## config.mk

```make
export PLATFORM = sky130hd
export DESIGN_NAME = sw_seq_streamer
export DESIGN_NICKNAME = d
export VERILOG_FILES = /design/src/rtl/sw_pkg.sv /design/src/rtl/sw_sym_buffer.sv /design/src/rtl/sw_seq_streamer.sv
export SDC_FILE = /design/constraint.sdc
export NUM_CORES = 1
export LEC_CHECK = 0
export CORE_ASPECT_RATIO = 0.9
export CORE_MARGIN = 5
export CORE_UTILIZATION = 60
export CTS_CLUSTER_DIAMETER = 150
export DETAILED_ROUTE_END_ITERATION = 8
export DONT_BUFFER_PORTS = 1
export PLACE_DENSITY = 0.78
export SYNTH_ARGS = -nofsm -noshare
export SYNTH_HDL_FRONTEND = slang
export SYNTH_HIERARCHICAL = 1
export SYNTH_SLANG_ARGS = --single-unit
```

## constraint.sdc

```tcl
create_clock -name clk -period 10.6 [get_ports clk]
set_input_delay 2.12 -clock clk [delete_from_list [all_inputs] [get_ports clk]]
set_output_delay 2.12 -clock clk [all_outputs]
set_load 0.02 [all_outputs]
```

## src/rtl/sw_pkg.sv

```systemverilog
// Shared definitions for the Smith-Waterman symbol streamer: frame codes,
// symbol encodings and the streamer FSM state type.
package sw_pkg;

  typedef enum logic [1:0] {
    RE_IDLE  = 2'b00,
    RE_QUERY = 2'b01,
    RE_DB    = 2'b10,
    RE_MARK  = 2'b11
  } sw_frame_e;

  typedef enum logic [1:0] {
    SYM_A = 2'b00,
    SYM_C = 2'b01,
    SYM_G = 2'b10,
    SYM_T = 2'b11
  } sw_sym_e;

  typedef enum logic [2:0] {
    ST_IDLE,
    ST_MARK,
    ST_SEND_Q,
    ST_SEND_D,
    ST_WAIT
  } sw_state_e;

  function automatic int max2(input int a, input int b);
    return (a > b) ? a : b;
  endfunction

endpackage

```

## src/rtl/sw_sym_buffer.sv

```systemverilog
// Write-once-per-strobe symbol store with a length count and an asynchronous
// read port; writes past DEPTH are dropped and flagged for one cycle.
module sw_sym_buffer
  import sw_pkg::*;
#(
  parameter int DEPTH = 64
) (
  input  logic                       clk_i,
  input  logic                       rst_i,
  input  logic                       clear_i,
  input  logic                       wr_en_i,
  input  logic [1:0]                 wr_data_i,
  input  logic [$clog2(DEPTH)-1:0]   rd_idx_i,
  output logic [1:0]                 rd_data_o,
  output logic [$clog2(DEPTH):0]     len_o,
  output logic                       ovf_o
);

  localparam int AW = $clog2(DEPTH);
  localparam int LW = AW + 1;
  localparam logic [LW-1:0] LEN_ONE  = LW'(1);
  localparam logic [LW-1:0] LEN_FULL = LW'(DEPTH);

  logic [1:0]    mem_q [DEPTH];
  logic [LW-1:0] wr_ptr_q, wr_ptr_d;
  logic [LW-1:0] len_q, len_d;
  logic          full;
  logic          wr_ok;

  assign full  = (wr_ptr_q == LEN_FULL);
  assign wr_ok = wr_en_i && !full && !clear_i;

  always_comb begin
    wr_ptr_d = wr_ptr_q;
    len_d    = len_q;
    if (clear_i) begin
      wr_ptr_d = '0;
      len_d    = '0;
    end else if (wr_ok) begin
      wr_ptr_d = wr_ptr_q + LEN_ONE;
      len_d    = len_q + LEN_ONE;
    end
  end

  always_ff @(posedge clk_i) begin
    if (rst_i) begin
      wr_ptr_q <= '0;
      len_q    <= '0;
    end else begin
      wr_ptr_q <= wr_ptr_d;
      len_q    <= len_d;
    end
  end

  // Storage is not reset; only entries below len_q are ever read.
  always_ff @(posedge clk_i) begin
    if (!rst_i && wr_ok) begin
      mem_q[wr_ptr_q[AW-1:0]] <= wr_data_i;
    end
  end

  assign rd_data_o = mem_q[rd_idx_i];
  assign len_o     = len_q;
  assign ovf_o     = wr_en_i && full && !clear_i;

endmodule

```

## src/rtl/sw_seq_streamer.sv

```systemverilog
// Host-side streamer: buffers query/database symbols, frames them onto the
// core's Read_en/data_readin inputs, then waits for the core's score.
module sw_seq_streamer
  import sw_pkg::*;
#(
  parameter int QMAX        = 64,
  parameter int DMAX        = 256,
  parameter int TIMEOUT_CYC = 40000
) (
  input  logic        clk,
  input  logic        rst,
  input  logic        wr_en,
  input  logic        wr_sel,
  input  logic [1:0]  wr_data,
  input  logic        clear,
  input  logic        start,
  output logic        busy,
  output logic        done,
  output logic        timeout,
  output logic        overflow,
  output logic [15:0] result,
  output logic [1:0]  Read_en,
  output logic [1:0]  data_readin,
  input  logic        valid,
  input  logic [15:0] max_result
);

  // state  | meaning
  // IDLE   | outputs idle; host may write or clear buffers; waits for start
  // MARK   | start marker on Read_en
  // SEND_Q | query symbol idx_q on the bus
  // SEND_D | database symbol idx_q on the bus
  // WAIT   | stream finished; waiting for valid or the timeout count

  localparam int QAW = $clog2(QMAX);
  localparam int QLW = QAW + 1;
  localparam int DAW = $clog2(DMAX);
  localparam int DLW = DAW + 1;
  localparam int IW  = max2(QLW, DLW);
  localparam int WCW = $clog2(TIMEOUT_CYC) + 1;

  localparam logic [IW-1:0]  IDX_ONE = IW'(1);
  localparam logic [WCW-1:0] WC_ONE  = WCW'(1);
  localparam logic [WCW-1:0] WC_LAST = WCW'(TIMEOUT_CYC - 1);

  sw_state_e      state_q, state_d;
  logic [IW-1:0]  idx_q, idx_d;
  logic [WCW-1:0] wcnt_q, wcnt_d;
  logic [1:0]     re_q, re_d;
  logic [1:0]     data_q, data_d;
  logic           busy_q, busy_d;
  logic           done_q, done_d;
  logic           timeout_q, timeout_d;
  logic           ovf_q, ovf_d;
  logic [15:0]    result_q, result_d;

  logic [QLW-1:0] q_len;
  logic [DLW-1:0] d_len;
  logic [1:0]     q_rd, d_rd;
  logic           q_ovf, d_ovf;
  logic [IW-1:0]  q_last, d_last;

  logic           in_idle;
  logic           start_go;
  logic           host_ok;
  logic           clr_en;
  logic           wr_eff;

  assign in_idle  = (state_q == ST_IDLE);
  // clear beats start; start beats a same-cycle write
  assign start_go = in_idle && start && !clear && (q_len != '0) && (d_len != '0);
  assign host_ok  = in_idle && !start_go;
  assign clr_en   = host_ok && clear;
  assign wr_eff   = host_ok && !clear && wr_en;

  assign q_last = IW'(q_len) - IDX_ONE;
  assign d_last = IW'(d_len) - IDX_ONE;

  sw_sym_buffer #(.DEPTH(QMAX)) u_qbuf (
    .clk_i     (clk),
    .rst_i     (rst),
    .clear_i   (clr_en),
    .wr_en_i   (wr_eff && !wr_sel),
    .wr_data_i (wr_data),
    .rd_idx_i  (idx_d[QAW-1:0]),
    .rd_data_o (q_rd),
    .len_o     (q_len),
    .ovf_o     (q_ovf)
  );

  sw_sym_buffer #(.DEPTH(DMAX)) u_dbuf (
    .clk_i     (clk),
    .rst_i     (rst),
    .clear_i   (clr_en),
    .wr_en_i   (wr_eff && wr_sel),
    .wr_data_i (wr_data),
    .rd_idx_i  (idx_d[DAW-1:0]),
    .rd_data_o (d_rd),
    .len_o     (d_len),
    .ovf_o     (d_ovf)
  );

  always_comb begin
    state_d   = state_q;
    idx_d     = idx_q;
    wcnt_d    = wcnt_q;
    done_d    = 1'b0;
    timeout_d = 1'b0;
    result_d  = result_q;
    ovf_d     = ovf_q;

    if (clr_en) begin
      ovf_d = 1'b0;
    end else if (q_ovf || d_ovf) begin
      ovf_d = 1'b1;
    end

    unique case (state_q)
      ST_IDLE: begin
        if (start_go) begin
          state_d = ST_MARK;
          idx_d   = '0;
        end
      end
      ST_MARK: begin
        state_d = ST_SEND_Q;
        idx_d   = '0;
      end
      ST_SEND_Q: begin
        if (idx_q == q_last) begin
          state_d = ST_SEND_D;
          idx_d   = '0;
        end else begin
          idx_d = idx_q + IDX_ONE;
        end
      end
      ST_SEND_D: begin
        if (idx_q == d_last) begin
          state_d = ST_WAIT;
          idx_d   = '0;
          wcnt_d  = '0;
        end else begin
          idx_d = idx_q + IDX_ONE;
        end
      end
      ST_WAIT: begin
        if (valid) begin
          state_d  = ST_IDLE;
          result_d = max_result;
          done_d   = 1'b1;
        end else if (wcnt_q == WC_LAST) begin
          state_d   = ST_IDLE;
          timeout_d = 1'b1;
        end else begin
          wcnt_d = wcnt_q + WC_ONE;
        end
      end
      default: begin
        state_d = ST_IDLE;
      end
    endcase
  end

  // Bus contents are decoded from the next state so they register in step with it.
  always_comb begin
    re_d   = RE_IDLE;
    data_d = SYM_A;
    busy_d = (state_d != ST_IDLE);
    unique case (state_d)
      ST_MARK: begin
        re_d = RE_MARK;
      end
      ST_SEND_Q: begin
        re_d   = RE_QUERY;
        data_d = q_rd;
      end
      ST_SEND_D: begin
        re_d   = RE_DB;
        data_d = d_rd;
      end
      default: begin
        re_d   = RE_IDLE;
        data_d = SYM_A;
      end
    endcase
  end

  always_ff @(posedge clk) begin
    if (rst) begin
      state_q   <= ST_IDLE;
      idx_q     <= '0;
      wcnt_q    <= '0;
      re_q      <= RE_IDLE;
      data_q    <= SYM_A;
      busy_q    <= 1'b0;
      done_q    <= 1'b0;
      timeout_q <= 1'b0;
      ovf_q     <= 1'b0;
      result_q  <= '0;
    end else begin
      state_q   <= state_d;
      idx_q     <= idx_d;
      wcnt_q    <= wcnt_d;
      re_q      <= re_d;
      data_q    <= data_d;
      busy_q    <= busy_d;
      done_q    <= done_d;
      timeout_q <= timeout_d;
      ovf_q     <= ovf_d;
      result_q  <= result_d;
    end
  end

  assign Read_en     = re_q;
  assign data_readin = data_q;
  assign busy        = busy_q;
  assign done        = done_q;
  assign timeout     = timeout_q;
  assign overflow    = ovf_q;
  assign result      = result_q;

endmodule

```

==> results.py, run 1 <==
metrics = {
    "outcome": {
        "status": "completed",
    },
    "yosys": {
        "yosysMostFrequentCell": "edfxtp_1",
        "avgSynthCellArea_um2": 14.5,
        "syn_inst": 2122,
        "yosys.area.top_type": "edfxtp_1",
        "synth_area_um2": 30800,
        "yosysTopAreaCellShare": 0.623,
        "async_reset_ff_frac": 0,
        "yosys-top-cells-count": "edfxtp_1 (640), nor2_1 (395), nand2_1 (125)",
        "syn-num-nets": 2160,
        "seq_area_frac_synth": 0.678,
        "ys_ff_latch": 725,
        "ys.flop_type": "edfxtp_1",
        "synth_edf_count": 640,
        "yosysUniqueCellTypes": 81,
        "synth_area_leaders": "edfxtp_1 (62%), mux4_2 (7.9%), dfxtp_1 (5.5%)",
        "yosys_warnings": 6,
    },
    "global_routing": {
        "grt_pass1_vias": 18000,
        "grt_max_degree": 321,
        "grt_antenna_before_repair": 0,
        "grt_overflow": 0,
        "grt_pass1_wl_um": 106000,
        "track_usage": 0.244,
    },
    "power_and_ir_drop": {
        "power_frac_seq": 0.548,
        "power.switching_mw": 1.07,
        "cellLeakagePower_nw": 9.90,
        "powerDensity_nw_per_um2": 169,
        "switching_share": 0.188,
        "comb_power_share": 0.002,
        "p_int_mw": 4.60,
        "ir_drop_mv": 0.111,
        "pwr-share-clk": 0.449,
    },
    "clocking": {
        "cts_buffer_depth": 3,
        "postCtsHoldBufs": 0,
        "numCtsBuffers": 72,
        "htreeDepth": 3,
        "clock-root-buffer": "clkbuf_16",
        "postCtsSetupRepairBufs": 0,
        "clock-sinks": 725,
        "cts_tree": "done",
        "path_clk_slew_ns": 0.06,
        "ctsResizeCount": 0,
        "insertion_delay_ns": 0.62,
    },
    "timing": {
        "hold_slack_ns": 0.470,
        "final_hold_viol_count": 0,
        "setup_violations": 0,
        "tns_ns": 0,
        "finalCriticalPeriod_ns": 6.50,
        "timing.final.crit_share": 0.613,
        "rsz0062_at_grt": "false",
        "slew_headroom": 0.164,
        "drv_slew": 0,
        "worstMarginPinSlew_ns": 1.25,
        "fmax_mhz": 154,
        "fin_skew_ns": 0.0264,
    },
    "setup_path": {
        "start_kind": "flop",
        "critical-path-top-delay-family": "simple AND/OR/NAND/NOR gates",
        "arrival_ns": 7.04,
        "critPathMaxStageDelay_ns": 0.74,
        "critPathMaxFanout": 108,
        "cp.depth": 18,
        "crit_required_ns": 11.13,
        "rr_worst_depth": 18,
        "cpMaxStageDelayCell": "nand3b_1",
        "worstPathCellList": "inv_1 -> ha_1 -> and3b_1 -> o21a_1 -> o31ai_1 -> a2111oi_2 -> nor2b_1 -> nand3b_1 -> nand2_4 -> buf_12 -> nand3b_1 -> o22ai_1 -> nor4_1 -> o41ai_1 -> o21ai_0 -> nor3_2 -> nand3b_1 -> mux2i_1",
        "cp-end-kind": "flop",
        "crit_buf_inv": 2,
        "cpMostUsedCell": "nand3b_1",
        "path_class": "reg2reg",
    },
    "place": {
        "gp_congestion": 0.846,
        "io_buffer_count": 0,
        "dp_hpwl_um": 40600,
    },
    "drt": {
        "drcViolationCount": 0,
        "routed_wl_um": 68900,
        "antenna_left": 0,
        "drtPass1Iterations": 6,
        "viasPerCell": 6.49,
        "via_count": 18300,
        "wl_per_cell_um": 24.4,
        "drtIter0Drc": 2300,
    },
    "min_path": {
        "hold_class": "reg2reg",
        "whs_path_depth": 2,
    },
    "floorplanning": {
        "die_w_um": 249,
        "die-height_um": 225,
        "rows": 78,
        "ios": 49,
        "start_util": 0.609,
        "coreArea_um2": 50700,
        "die_area_um2": 56000,
    },
    "cells_and_area": {
        "n_antenna_cell": 0,
        "syn_to_final_growth_pct": 8.58,
        "drive_gt1_frac": 0.124,
        "fin_nets": 2125,
        "fillers": 3368,
        "final_util": 0.661,
    },
    "run": {
        "cap_violations": 0,
    },
}
==> state kept, by name (all words and copies together) (netlist names), 3 cells and up <==
signal	count
idx_q	9
u_dbuf/wr_ptr_q	9
wcnt_q	17
u_qbuf/len_o	7
u_dbuf/mem_q	512
state_q	3
result	16
u_qbuf/wr_ptr_q	7
u_dbuf/len_o	9
u_qbuf/mem_q	128
==> layout make-up <==
type | instances | area (um^2) | share of cell area
Multi-Input combinational cell | 1254 | 9150 | 0.273
Clock inverter | 40 | 477 | 0.0142
Clock buffer | 90 | 1880 | 0.0561
Inverter | 16 | 60.1 | 0.00179
Sequential cell | 725 | 20900 | 0.625
Timing Repair Buffer | 18 | 148 | 0.00441
Tap cell | 680 | 851 | 0.0254
==> path summary, 6_finish.rpt <==
| path | from | endpoint | slack, ns |
|---|---|---|---|
| worst max-delay path | u_qbuf/len_o[0]$_SDFFE_PP0P_ | data_readin[1]$_SDFF_PP0_ | 4.10 |
| worst min register to register | wcnt_q[1]$_SDFFE_PP0P_ | wcnt_q[1]$_SDFFE_PP0P_ | 0.47 |
| worst min-delay path | wcnt_q[1]$_SDFFE_PP0P_ | wcnt_q[1]$_SDFFE_PP0P_ | 0.47 |
| worst max register to register | u_qbuf/len_o[0]$_SDFFE_PP0P_ | data_readin[1]$_SDFF_PP0_ | 4.10 |
==> kinds of logic (layout without fill, tap and decap cells) <==
group	after synthesis	after routing	synth area share
buffers and inverters	143	164	0.0260
AOI/OAI and AO/OA	235	235	0.0512
muxes	217	217	0.116
and+or+nand+nor	750	750	0.112
DFF	725	725	0.678
xor gates and xnor gates	39	39	0.0113
adders and majority gates	13	13	0.00527
==> cells in the final DEF (no fill, tap or decap), types with 22 or more instances in the layout <==
cell       netlist  final
a21oi_1         62     62
a22oi_1         22     22
clkbuf_16        0     72
dfxtp_1         85     85
edfxtp_1       640    640
mux2i_1        105    105
mux4_2         108    108
nand2_1        125    122
nand3_1         36     36
nor2_1         395    395
nor2b_1         26     26
nor3_1          26     26
o21ai_0         34     34
o22ai_1         34     34
xor2_1          26     26
==> layer usage <==
metal  GRT usage  part of all wire  up-vias
met5           0                 0        -
met4      0.0803             0.030        0
met1       0.344              0.40     9246
li1            -                 -     8003
met2       0.385              0.47      923
met3      0.0560             0.095      150
==> tightest hold or removal path, cell delays in order (launching register included) <==
cell and delay [ns]:
dfxtp_1 0.32, nand2_1 0.06, a21oi_1 0.05
==> per-stage QoR <==
step | setup WS (ns) | power, mW | cell area [um^2] | instances
after floorplan | 5.55 | 3.18 | 30800 | 2122
after global placement | 3.95 | 3.18 | 31100 | 2693
after detailed placement | 3.77 | 3.18 | 31100 | 2693
after CTS | 4.11 | 5.70 | 33500 | 2823
after global routing | 3.66 | 5.83 | 33500 | 2823
final | 4.10 | 5.66 | 33500 | 2823
==> power groups by stage <==
stage / registers, mW / clock network, mW / logic (mW)
2_1_floorplan: 3.17 / 0 / 0.0125
3_3_place_gp: 3.16 / 0 / 0.0132
3_5_place_dp: 3.16 / 0 / 0.0136
4_1_cts: 3.10 / 2.58 / 0.0137
5_1_grt: 3.10 / 2.72 / 0.0149
6_report: 3.10 / 2.55 / 0.0138
Note: power is estimated with default switching activity, not from simulation.
==> run 2, diff against run 1 <==
- clock period: 10.6 -> 6 ns (I/O delays scaled with it)
==> run 2 against run 1 <==
Against the previous run:
- critical path depth is the same
- non-clock buffer count up 12
- clock power up 66%
- flip-flop and latch count is the same
- cell count grew 0.46%
- die area unchanged
- clock-buffer cell count increased by 3
- largest cell class unchanged
- highest routed layer unchanged
==> results.py, run 2 (same netlist as run 1, synthesis figures left out) <==
metrics = {
    "outcome": {
        "status": "completed",
    },
    "setup_path": {
        "cpMaxStageDelayCell": "o41ai_1",
        "cp-end-kind": "flop",
        "critPathMaxFanout": 25,
        "r2r-start": "u_dbuf/len_o[0]$_SDFFE_PP0P_",
        "rr_worst_depth": 18,
        "r2r_end": "data_readin[1]$_SDFF_PP0_",
        "arrival_ns": 6.03,
        "critPathCapture": "data_readin[1]$_SDFF_PP0_",
        "path_class": "reg2reg",
        "critical-path-top-delay-family": "simple AND/OR/NAND/NOR gates",
        "crit_required_ns": 6.53,
        "worstPathCellList": "inv_1 -> ha_1 -> or3b_4 -> o311ai_1 -> o2111a_1 -> nand2_1 -> nand3_1 -> nand3_1 -> nand2_4 -> nand3_1 -> buf_4 -> o22ai_1 -> nor4_1 -> o41ai_1 -> o21ai_0 -> nor3_2 -> nand3b_1 -> mux2i_1",
        "crit_path_start": "u_dbuf/len_o[0]$_SDFFE_PP0P_",
        "start_kind": "flop",
        "crit_buf_inv": 2,
        "critPathMaxStageDelay_ns": 0.65,
        "cpMostUsedCell": "nand3_1",
        "cp.depth": 18,
        "r2r_slack_ns": 0.50,
    },
    "cells_and_area": {
        "layout_commonest_cell": "edfxtp_1",
        "n_antenna_cell": 0,
        "drive_gt1_frac": 0.125,
        "final_cell_mix": "edfxtp_1 (640), nor2_1 (395), nand2_1 (122)",
        "fillers": 3412,
        "syn_to_final_growth_pct": 8.43,
        "final_util": 0.660,
        "fin_nets": 2137,
        "largest_reg_flops": 512,
        "final_area_um2": 33400,
    },
    "timing": {
        "timing.final.crit_share": 0.916,
        "setup_slack_ns": 0.504,
        "final_hold_viol_count": 0,
        "rsz0062_at_grt": "false",
        "setup_violations": 0,
        "slew_headroom": 0.173,
        "fin_skew_ns": 0.0207,
        "hold_slack_ns": 0.470,
        "fmax_mhz": 182,
        "finalCriticalPeriod_ns": 5.50,
        "tns_ns": 0,
        "worstMarginPinSlew_ns": 1.24,
        "drv_slew": 0,
    },
    "place": {
        "pre_cts_slack_ns": 0.405,
        "gp_congestion": 0.835,
        "place_area_um2": 31300,
        "dp_hpwl_um": 41100,
        "io_buffer_count": 0,
    },
    "global_routing": {
        "grt_antenna_before_repair": 0,
        "grt_pass1_vias": 18300,
        "grt_busiest_layer": "met2",
        "gr-usage-met1": 0.342,
        "grt_max_degree": 321,
        "grt_use_met3": 0.0562,
        "track_usage": 0.247,
        "grt.met2_usage": 0.402,
        "grt_pass1_wl_um": 107000,
        "grt_overflow": 0,
    },
    "drt": {
        "wl_per_cell_um": 24.6,
        "drcViolationCount": 0,
        "via_count": 18400,
        "drtIter0Drc": 2397,
        "routed_wl_um": 69700,
        "viasPerCell": 6.49,
        "drtPass1Iterations": 5,
        "antenna_left": 0,
    },
    "clocking": {
        "path_clk_slew_ns": 0.06,
        "clock-root-buffer": "clkbuf_16",
        "clock-sinks": 725,
        "postCtsSetupRepairBufs": 0,
        "cts_buffer_depth": 3,
        "cts_tree": "done",
        "htreeDepth": 3,
        "insertion_delay_ns": 0.61,
        "postCtsHoldBufs": 0,
        "numCtsBuffers": 72,
    },
    "floorplanning": {
        "die_area_um2": 56000,
        "die_w_um": 249,
        "die-height_um": 225,
        "rows": 78,
        "ios": 49,
        "coreArea_um2": 50700,
        "start_util": 0.609,
    },
    "power_and_ir_drop": {
        "powerDensity_nw_per_um2": 291,
        "ir_drop_mv": 0.326,
        "cellLeakagePower_nw": 9.90,
    },
    "run": {
        "cap_violations": 0,
    },
    "min_path": {
        "hold_class": "reg2reg",
        "whs_path_depth": 2,
    },
}
-- run 2: changes by cell type in the layout (fill, tap and decap cells not counted), moves of 2 or more --
cell / change
buf_4: +9
clkinv_1: +8
bufinv_16: -6
buf_12: +3
clkinv_8: -3
clkinv_2: +2
clkinvlp_4: -2
-- run 2: worst reg2reg max path, cell delays in order (launching register included) --
cell	delay (ns)
dfxtp_1	0.38
inv_1	0.09
ha_1	0.20
or3b_4	0.41
o311ai_1	0.28
o2111a_1	0.27
nand2_1	0.09
nand3_1	0.33
nand3_1	0.23
nand2_4	0.43
nand3_1	0.48
buf_4	0.36
o22ai_1	0.19
nor4_1	0.07
o41ai_1	0.65
o21ai_0	0.41
nor3_2	0.29
nand3b_1	0.11
mux2i_1	0.17
-- run 2: repair_timing --
action / in CTS / in global routing
hold endpoints to repair: 0 / 0
setup endpoints to repair: 0 / 1
gates resized for setup: 0 / 1
-- run 2: report_power, final --
part           internal [mW]  switching [mW]  total (mW)
registers               5.48        0.000923        5.48
logic                0.00824          0.0162      0.0244
clock network           2.39            1.84        4.23
total                   7.88            1.85        9.74
-- run 2: layout make-up --
type | count | area, um^2 | area share
flip-flops and latches | 725 | 20900 | 0.626
clock buffers | 93 | 1920 | 0.0575
clock inverters | 38 | 260 | 0.00778
well taps | 680 | 851 | 0.0254
repair buffers | 30 | 275 | 0.00823
multi-input cells | 1254 | 9160 | 0.274
inverters | 16 | 60.1 | 0.00180
-- run 2: metal layers --
metal | share of wire | wire (um) | up-vias
li1 | - | - | 8044
met1 | 0.40 | 27600 | 9212
met2 | 0.48 | 33300 | 1012
met3 | 0.098 | 6810 | 148
met4 | 0.028 | 1980 | 0
met5 | 0 | 0 | -
-- run 2: how the worst min path moves through the flow --
| stage | from | end |
|---|---|---|
| 5_1_grt | wcnt_q[1]$_SDFFE_PP0P_ | wcnt_q[1]$_SDFFE_PP0P_ |
| 3_3_place_gp | wcnt_q[1]$_SDFFE_PP0P_ | wcnt_q[1]$_SDFFE_PP0P_ |
| 3_5_place_dp | wcnt_q[1]$_SDFFE_PP0P_ | wcnt_q[1]$_SDFFE_PP0P_ |
| 2_1_floorplan | wcnt_q[1]$_SDFFE_PP0P_ | wcnt_q[1]$_SDFFE_PP0P_ |
| 4_1_cts | wcnt_q[1]$_SDFFE_PP0P_ | wcnt_q[1]$_SDFFE_PP0P_ |
| 6_report | wcnt_q[1]$_SDFFE_PP0P_ | wcnt_q[1]$_SDFFE_PP0P_ |
-- run 2: per-stage QoR --
step	power, mW	std cells
floorplan	5.61	2122
global placement	5.61	2705
detailed placement	5.61	2705
CTS	9.80	2836
global route	10.0	2836
finish	9.74	2836
==> run 3, diff against run 2 <==
- CORE_MARGIN: 5 -> not set
==> run 3 against run 2 <==
Against the previous run:
- non-clock buffer count increased by 2
- register-to-register slack improved by 0.28 ns
- flip-flop and latch count unchanged
- power increased by 1.9%
- fmax increased by 5.4%
- worst setup slack improved by 0.28 ns
- global-route usage increased by 2.7 points
- largest power group unchanged
==> results.py, run 3 (same netlist as run 1, synthesis figures left out) <==
metrics = {
    "setup_path": {
        "cpMaxStageDelayCell": "nor3_1",
        "critical-path-top-delay-family": "simple AND/OR/NAND/NOR gates",
        "cpMostUsedCell": "nand3_1",
        "path_class": "reg2reg",
        "arrival_ns": 5.71,
        "start_kind": "flop",
        "worstPathCellList": "inv_1 -> ha_1 -> or3b_4 -> o311ai_1 -> o2111a_1 -> nand2_1 -> nand3_1 -> nand3_1 -> nand2_4 -> buf_12 -> mux4_2 -> a22o_1 -> a221oi_1 -> nor3b_1 -> nor3_1 -> nor3_2 -> nand3b_1 -> mux2i_1",
        "crit_buf_inv": 2,
        "critPathMaxStageDelay_ns": 0.50,
        "cp-end-kind": "flop",
        "critPathMaxFanout": 87,
        "crit_required_ns": 6.50,
    },
    "clocking": {
        "path_clk_slew_ns": 0.06,
        "postCtsSetupRepairBufs": 0,
        "htreeDepth": 3,
        "cts_tree": "done",
        "ctsResizeCount": 0,
        "insertion_delay_ns": 0.62,
        "numCtsBuffers": 72,
        "clock-sinks": 725,
        "cts_buffer_depth": 3,
        "postCtsHoldBufs": 0,
        "clock-root-buffer": "clkbuf_16",
    },
    "power_and_ir_drop": {
        "power_mw": 9.92,
        "cellLeakagePower_nw": 9.95,
        "ir_drop_mv": 0.240,
        "powerDensity_nw_per_um2": 296,
    },
    "global_routing": {
        "grt_antenna_before_repair": 0,
        "grt_pass1_vias": 18200,
        "grt_max_degree": 321,
        "grt_pass1_wl_um": 107000,
        "track_usage": 0.274,
        "grt_overflow": 0,
    },
    "drt": {
        "wl_met3_um": 7000,
        "met1_length_um": 27600,
        "via_count": 18300,
        "routed-wl-met2_um": 33000,
        "top_layer": "met4",
        "viasPerCell": 6.45,
        "drtPass1Iterations": 6,
        "drtIter0Drc": 2121,
        "antenna_left": 0,
        "routed_wl_um": 69600,
        "drcViolationCount": 0,
        "wl_per_cell_um": 24.5,
    },
    "floorplanning": {
        "ios": 49,
        "coreArea_um2": 50600,
        "start_util": 0.610,
        "rows": 78,
        "die_w_um": 241,
        "die-height_um": 217,
        "die_area_um2": 52300,
    },
    "cells_and_area": {
        "layout_commonest_cell": "edfxtp_1",
        "fillers": 3467,
        "drive_gt1_frac": 0.127,
        "largest_reg_flops": 512,
        "fin_nets": 2139,
        "final_cell_mix": "edfxtp_1 (640), nor2_1 (395), nand2_1 (122)",
        "syn_to_final_growth_pct": 8.82,
        "n_antenna_cell": 0,
    },
    "timing": {
        "tns_ns": 0,
        "rsz0062_at_grt": "false",
        "final_hold_viol_count": 0,
        "finalCriticalPeriod_ns": 5.21,
        "worstMarginPinSlew_ns": 1.29,
        "fmax_mhz": 192,
        "fin_skew_ns": 0.0207,
        "timing.final.crit_share": 0.869,
        "drv_slew": 0,
        "slew_headroom": 0.139,
        "setup_violations": 0,
    },
    "place": {
        "gp_congestion": 0.871,
        "io_buffer_count": 0,
        "dp_hpwl_um": 41400,
    },
    "run": {
        "cap_violations": 0,
    },
    "outcome": {
        "status": "completed",
    },
    "min_path": {
        "hold_class": "reg2reg",
    },
}
==> run 3: cell count changes in the layout (fill, tap and decap cells not counted), sizes merged <==
cell	previous run	this run
clkbuf	93	89
bufinv	3	6
clkinvlp	1	4
buf	30	32
clkinv	31	29
inv	19	18
==> run 3: power by group <==
part	total, mW	internal, mW	switching (mW)
Combinational	0.0246	0.00823	0.0163
Sequential	5.49	5.48	0.000941
Clock	4.41	2.56	1.85
Total	9.92	8.05	1.87
==> run 3: worst register-to-register path: stages, from the launching register on <==
cell and delay [ns]:
dfxtp_1 0.38, inv_1 0.09, ha_1 0.19, or3b_4 0.41
o311ai_1 0.28, o2111a_1 0.27, nand2_1 0.10, nand3_1 0.34
nand3_1 0.22, nand2_4 0.38, buf_12 0.47, mux4_2 0.45
a22o_1 0.25, a221oi_1 0.35, nor3b_1 0.10, nor3_1 0.50
nor3_2 0.10, nand3b_1 0.12, mux2i_1 0.10
==> run 3: final cells by class <==
| type | instances | area (um^2) | share of cell area |
|---|---|---|---|
| clock buffers | 89 | 1940 | 0.0578 |
| clock inverters | 41 | 360 | 0.0107 |
| inverters | 16 | 60.1 | 0.00179 |
| multi-input cells | 1254 | 9150 | 0.273 |
| flip-flops and latches | 725 | 20900 | 0.623 |
| well taps | 680 | 851 | 0.0254 |
| repair buffers | 32 | 278 | 0.00828 |
==> run 3: worst paths after layout <==
path / startpoint / end / slack, ns / cells after the start
min: wcnt_q[1]$_SDFFE_PP0P_ / wcnt_q[1]$_SDFFE_PP0P_ / 0.48 / 2
max: u_dbuf/len_o[0]$_SDFFE_PP0P_ / data_readin[1]$_SDFF_PP0_ / 0.79 / 18
max reg2reg: u_dbuf/len_o[0]$_SDFFE_PP0P_ / data_readin[1]$_SDFF_PP0_ / 0.79 / 18
min reg2reg: wcnt_q[1]$_SDFFE_PP0P_ / wcnt_q[1]$_SDFFE_PP0P_ / 0.48 / 2
==> run 3: metrics by stage <==
step           instances  setup slack (ns)  utilization  hold WS [ns]  cell area, um^2
2_1_floorplan       2122              1.87            -         0.444            30800
3_3_place_gp        2707             0.958        0.618         0.448            31300
3_5_place_dp        2707             0.812        0.618         0.464            31300
4_1_cts             2837             0.787        0.664         0.474            33600
5_1_grt             2837             0.377        0.664         0.506            33600
6_report            2837             0.787        0.664         0.476            33600
==> run 3: per-layer routing <==
layer | up-vias | GRT usage
li1 | 8024 | -
met2 | 935 | 0.430
met4 | 0 | 0.0848
met5 | - | 0
met1 | 9190 | 0.382
met3 | 146 | 0.0656
